[config.mk]
export PLATFORM = sky130hd
export DESIGN_NAME = mux_nx1_pipe_reg
export DESIGN_NICKNAME = d
export VERILOG_FILES = /design/src/rtl/noc_mux_pkg.sv /design/src/rtl/rr_arbiter_nx1.sv /design/src/rtl/mux_nx1_pipe_reg.sv
export SDC_FILE = /design/constraint.sdc
export NUM_CORES = 1
export LEC_CHECK = 0
export ABC_AREA = 0
export CAP_MARGIN = 0
export CORE_AREA = 2 2 68 70
export DETAILED_ROUTE_END_ITERATION = 12
export DIE_AREA = 0 0 70 72
export DONT_BUFFER_PORTS = 1
export HOLD_SLACK_MARGIN = 0.02
export PLACE_DENSITY_LB_ADDON = 0.2
export SYNTH_ARGS = -nofsm -noshare
export SYNTH_HDL_FRONTEND = slang
export SYNTH_SLANG_ARGS = --single-unit
[constraint.sdc]
create_clock -name clk -period 3.26 [get_ports clk]
set_input_delay 0.652 -clock clk [delete_from_list [all_inputs] [get_ports clk]]
set_output_delay 0.652 -clock clk [all_outputs]
set_load 0.05 [all_outputs]
[src/rtl/noc_mux_pkg.sv]
// Shared helpers for the NoC mux/demux family: width math, command codes, channel slicing.
// Used by mux_nx1_pipe_reg and, with MUX_NX1_RR_ARB_EN defined, rr_arbiter_nx1.
package noc_mux_pkg;

   localparam int DEFAULT_DATA_WIDTH = 32;
   localparam int DEFAULT_NUM_INPUT  = 4;

   // Ceiling log2 usable in parameter expressions; returns 0 for value <= 1.
   function automatic int clog2(input int value);
      int res;
      res = 0;
      for (int v = value - 1; v > 0; v = v >> 1) res++;
      return res;
   endfunction

   // The first command code past the directed range requests round-robin arbitration.
   function automatic int rr_cmd_code(input int num_input);
      return num_input;
   endfunction

   // LSB position of channel k inside a flattened {ch[N-1], ..., ch[0]} bus.
   function automatic int ch_lsb(input int k, input int data_width);
      return k * data_width;
   endfunction

endpackage

[src/rtl/rr_arbiter_nx1.sv]
// Combinational round-robin picker: first requester strictly after i_ptr, wrapping.
// Compiled only when MUX_NX1_RR_ARB_EN is defined.
`ifdef MUX_NX1_RR_ARB_EN
module rr_arbiter_nx1
   import noc_mux_pkg::*;
#(
   parameter int NUM_INPUT = DEFAULT_NUM_INPUT,
   parameter int IDX_W     = clog2(NUM_INPUT)
) (
   input  logic [NUM_INPUT-1:0] i_req,
   input  logic [IDX_W-1:0]     i_ptr,
   output logic [IDX_W-1:0]     o_grant_idx,
   output logic                 o_grant_vld
);

   int idx;

   // NOTE: blocking '=' in always_comb so later loop iterations see the earlier
   // grant; every output gets a default first so no latch is inferred.
   always_comb begin
      o_grant_vld = 1'b0;
      o_grant_idx = '0;
      idx         = 0;
      for (int off = 1; off <= NUM_INPUT; off++) begin
         idx = (int'(i_ptr) + off) % NUM_INPUT;
         if (!o_grant_vld && i_req[idx]) begin
            o_grant_vld = 1'b1;
            o_grant_idx = IDX_W'(idx);
         end
      end
   end

endmodule
`endif

[src/rtl/mux_nx1_pipe_reg.sv]
// N-to-1 valid/ready mux with one registered output stage and backpressure.
// Define MUX_NX1_RR_ARB_EN to make i_cmd==NUM_INPUT arbitrate round-robin among valid inputs.
module mux_nx1_pipe_reg
   import noc_mux_pkg::*;
#(
   parameter int DATA_WIDTH    = DEFAULT_DATA_WIDTH,
   parameter int NUM_INPUT     = DEFAULT_NUM_INPUT,
   parameter int COMMAND_WIDTH = clog2(NUM_INPUT) + 1
) (
   input  logic                            clk,
   input  logic                            rst_n,
   input  logic [NUM_INPUT-1:0]            i_valid,
   input  logic [NUM_INPUT*DATA_WIDTH-1:0] i_data_bus,
   output logic [NUM_INPUT-1:0]            o_ready,
   output logic                            o_valid,
   output logic [DATA_WIDTH-1:0]           o_data_bus,
   input  logic                            i_ready,
   input  logic                            i_en,
   input  logic [COMMAND_WIDTH-1:0]        i_cmd
);

   localparam int IDX_W       = clog2(NUM_INPUT);
   localparam int CMD_RR_CODE = rr_cmd_code(NUM_INPUT);

   logic [DATA_WIDTH-1:0] ch_data [NUM_INPUT];
   logic [IDX_W-1:0]      sel;
   logic                  sel_vld;
   logic                  space;
   logic                  take;
   logic                  accept;
   logic                  valid_q, valid_d;
   logic [DATA_WIDTH-1:0] data_q, data_d;

   for (genvar k = 0; k < NUM_INPUT; k++) begin : g_unpack
      assign ch_data[k] = i_data_bus[ch_lsb(k, DATA_WIDTH) +: DATA_WIDTH];
   end

`ifdef MUX_NX1_RR_ARB_EN
   logic             rr_mode;
   logic [IDX_W-1:0] grant_idx;
   logic             grant_vld;
   logic [IDX_W-1:0] ptr_q, ptr_d;

   rr_arbiter_nx1 #(
      .NUM_INPUT (NUM_INPUT),
      .IDX_W     (IDX_W)
   ) u_rr_arbiter (
      .i_req       (i_valid),
      .i_ptr       (ptr_q),
      .o_grant_idx (grant_idx),
      .o_grant_vld (grant_vld)
   );

   assign rr_mode = (i_cmd == COMMAND_WIDTH'(CMD_RR_CODE));
`endif

   // Directed codes lie below the RR code; everything at or above it is "no source"
   // unless round-robin support overrides the RR code itself.
   always_comb begin
      sel     = i_cmd[IDX_W-1:0];
      sel_vld = (i_cmd < COMMAND_WIDTH'(CMD_RR_CODE));
`ifdef MUX_NX1_RR_ARB_EN
      if (rr_mode) begin
         sel     = grant_idx;
         sel_vld = grant_vld;
      end
`endif
   end

   assign space  = !valid_q || i_ready;
   // rst_n gates ready so nothing is offered while the output stage is held in reset.
   assign take   = rst_n && i_en && space && sel_vld;
   assign accept = take && i_valid[sel];

   always_comb begin
      o_ready = '0;
      for (int k = 0; k < NUM_INPUT; k++) o_ready[k] = take && (sel == IDX_W'(k));
   end

   always_comb begin
      valid_d = valid_q;
      data_d  = data_q;
      if (accept) begin
         valid_d = 1'b1;
         data_d  = ch_data[sel];
      end else if (i_ready) begin
         valid_d = 1'b0;
         data_d  = '0;
      end
   end

   // NOTE: non-blocking '<=' for all state; the data register is reset too
   // because o_data_bus must read zero whenever o_valid is low.
   always_ff @(posedge clk or negedge rst_n) begin
      if (!rst_n) begin
         valid_q <= 1'b0;
         data_q  <= '0;
      end else begin
         valid_q <= valid_d;
         data_q  <= data_d;
      end
   end

`ifdef MUX_NX1_RR_ARB_EN
   // The pointer only moves when a round-robin pick is actually transferred.
   always_comb begin
      ptr_d = ptr_q;
      if (accept && rr_mode) ptr_d = sel;
   end

   always_ff @(posedge clk or negedge rst_n) begin
      if (!rst_n) ptr_q <= IDX_W'(NUM_INPUT - 1);
      else        ptr_q <= ptr_d;
   end
`endif

   assign o_valid    = valid_q;
   assign o_data_bus = data_q;

endmodule
==> run summary <==
========================================================================================
Synth async-reset ratio                                                             1.00
Sequential fraction of design power                                                0.501
H-tree Lvls                                                                            2
Remaining max-slew budget at the tightest pin                                      0.588
Number of synthesized register bits                                                   33
Peak fanout along the critical path                                                    4
Sum of negative setup slack                                                         0 ps
Post-route minimum period                                                        2400 ps
Detail-routed net length per standard cell                                       24.7 um
Count of flip-flops with a built-in enable after synthesis                             0
Net Sw Frac                                                                        0.245
Biggest area contributors in the synthesized netlist                        sky130_fd_sc_hd__dfrtp_1, sky130_fd_sc_hd__mux4_2, sky130_fd_sc_hd__mux2_2
Hold-fix buffers at CTS                                                                0
Drt total wl                                                                     5060 um
Antenna violations before repair                                                       0
Total count of hold-check failures in the final report                                 0
Core outline area                                                               4260 um2
Setup repair after global routing missed its margin                                   no
Proportion of synthesized chip area in sequential cells                            0.361
Count of endpoints failing setup in the final report                                   0
Count of pins on the block boundary                                                  176
Data required time of the critical path                                          2610 ps
First-pass GRT wire length                                                       8070 um
Max-cap check violation count                                                          0
Power density of the placed cells                                             422 nW/um2
Die X-Extent                                                                       70 um
Total half-perimeter wirelength after legalization and detailed placement        3790 um
Post-route DRC violation count                                                         0
Synth Cell Area                                                                 2290 um2
Post-CTS sizing                                                                        0
Critical setup path kind                                                         reg2out
Layout cell share with drive strength beyond 1                                     0.503
Worst Tran Pin Value                                                              617 ps
Total vias in the final route                                                       1363
Run status                                                                     completed
Proportion of power drawn by the clock network                                     0.379
Syn Area/Cell                                                                   14.8 um2
Cell leakage power                                                               1.03 nW
Fmax                                                                           0.417 GHz
Post-synthesis cell count                                                            155
Count of antenna diodes in the layout                                                  0
Pin count of the biggest net entering global routing                                  37
Setup clock skew after layout                                                    3.11 ps
Clock latency at the later pin of the worst-skew pair                             280 ps
Cell with the largest stage delay on the worst path                         sky130_fd_sc_hd__dfrtp_1
Setup Fix Bufs, Post-CTS                                                               0
Worst-case reg-to-reg path depth                                                       3
Effective utilization at floorplan                                                 0.536
Clock tree from TritonCTS                                                            yes
Root buffer cell                                                            sky130_fd_sc_hd__clkbuf_8
Ordered cell list for the critical path                                     nand2b_1 -> nand3_1 -> nor3_1 -> buf_4
Placed Cells                                                                         197
Total track usage                                                                  0.208
Antenna-violating nets left                                                            0
Vias per inst                                                                       6.65
Peak supply drop                                                                0.217 mV
Portion of the clock cycle consumed by the worst path in the final layout          0.736
Final standard cell count with taps included and fillers excluded                    205
1st-iter DRT viols                                                                    66
CP max stage delay                                                                560 ps
Number of clock sinks                                                                 33
Most common flop cell mapped by yosys                                       sky130_fd_sc_hd__dfrtp_1
Area of the die                                                                 5040 um2
Port Buf Inserts                                                                       0
Area growth syn-to-layout                                                          5.42%
FP Rows                                                                               24
Internal power summed over all cells                                              769 uW
Routability congestion estimate from global placement                              0.729
Drt pass-1 iters                                                                       4
Critical path startpoint category                                                   flop
Switching power                                                                   249 uW
Area share of the largest cell type after synthesis                                0.361
Critical Path Sink Type                                                     primary output
CTS clock-pin slew for the worst setup and hold paths                              60 ps
Clock buffer count from CTS                                                            5
Number of global-route vias before repair                                           1558
Number of buffers on the longest clock path                                            2
Syn_nets                                                                             294
Leading area contributor after synthesis                                    sky130_fd_sc_hd__dfrtp_1
Arr. time, crit path                                                             1750 ps
Final #Nets                                                                          291
Worst hold-check path type                                                      in2async
Logic pwr share                                                                    0.120
Netlist cell types                                                                    14
Final Max Tran Viols                                                                   0
Warning count from the yosys run                                                       0
Total grt overflow                                                                     0
Die span in y                                                                      72 um
========================================================================================
## power groups by stage
stage | clock, mW | sequential, mW | combinational, mW
after floorplan | 0 | 0.514 | 0.137
after detailed placement | 0 | 0.518 | 0.123
after global routing | 0.421 | 0.512 | 0.130
after global placement | 0 | 0.518 | 0.120
after CTS | 0.401 | 0.511 | 0.124
final | 0.386 | 0.510 | 0.122
## layer usage
layer | global-route usage | up-vias | part of all wire
met1 | 0.240 | 674 | 0.35
li1 | - | 581 | -
met3 | 0.0847 | 7 | 0.11
met2 | 0.362 | 101 | 0.52
met4 | 0.0620 | 0 | 0.010
met5 | 0 | - | 0
## sequential cells by signal (all words and copies together) (netlist names)
signal	flops
o_data_bus	32
o_valid	1
## cell usage after synthesis, types with 2 or more instances
cell	instances
sky130_fd_sc_hd__buf_6	4
sky130_fd_sc_hd__nor3_1	4
sky130_fd_sc_hd__nor2b_1	33
sky130_fd_sc_hd__clkbuf_1	5
sky130_fd_sc_hd__mux2_2	32
sky130_fd_sc_hd__dfrtp_1	33
sky130_fd_sc_hd__buf_2	4
sky130_fd_sc_hd__inv_1	2
sky130_fd_sc_hd__mux4_2	33
## critical path: cells and delay by family (launching register included)
| family | cells | cell delay [ps] |
|---|---|---|
| and+or+nand+nor | 3 | 650 |
| buffers and inverters | 1 | 250 |
| DFF | 1 | 560 |
## cell families (layout without fill, tap and decap cells)
logic type	after synthesis	count (layout)	share of synthesized area
buffers and inverters	16	14	0.0416
and+or+nand+nor	41	41	0.115
muxes	65	65	0.482
DFF	33	33	0.361
## through the flow
stage | utilization | area (um2) | total power [mW] | hold slack (ps) | worst slack, ps
after detailed placement | 0.538 | 2290 | 0.641 | 357 | 1030
after CTS | 0.565 | 2410 | 1.03 | 52.7 | 842
after global routing | 0.565 | 2410 | 1.06 | 39.2 | 772
final | 0.565 | 2410 | 1.02 | 66.4 | 862
after floorplan | - | 2290 | 0.650 | 356 | 275
after global placement | 0.538 | 2290 | 0.638 | 357 | 1170
## layout make-up
type	count	area [um2]
Multi-Input combinational cell	106	1370
Tap cell	52	65.1
Sequential cell	33	826
Clock buffer	7	86.3
Clock inverter	1	30.0
Inverter	2	7.51
Fill cell	357	1850
Timing Repair Buffer	4	30.0
## cells in the final DEF, fill, tap and decap left out
cell / netlist / routed
sky130_fd_sc_hd__inv_1: 2 / 2
sky130_fd_sc_hd__bufinv_16: 0 / 1
sky130_fd_sc_hd__buf_4: 0 / 4
sky130_fd_sc_hd__dfrtp_1: 33 / 33
sky130_fd_sc_hd__mux2_2: 32 / 32
sky130_fd_sc_hd__nand4_4: 1 / 1
sky130_fd_sc_hd__nand3_1: 1 / 1
sky130_fd_sc_hd__nand2b_1: 1 / 1
sky130_fd_sc_hd__clkbuf_1: 5 / 1
sky130_fd_sc_hd__nor3_1: 4 / 4
sky130_fd_sc_hd__clkbuf_8: 0 / 6
sky130_fd_sc_hd__mux4_2: 33 / 33
sky130_fd_sc_hd__nor2b_1: 33 / 33
sky130_fd_sc_hd__nand2_1: 1 / 1
## path summary, 6_finish.rpt
| check | startpoint | to | slack [ps] |
|---|---|---|---|
| min | rst_n | o_data_bus[21] | 70 |
| min in group clk | i_ready | o_data_bus[27] | 640 |
| min reg2reg | o_valid | o_valid | 940 |
| max in group asynchronous | rst_n | o_data_bus[13] | 3120 |
| max | o_valid | o_ready[1] | 860 |
| max reg2reg | o_valid | o_data_bus[6] | 1310 |
Note: power is estimated with default switching activity, not from simulation.
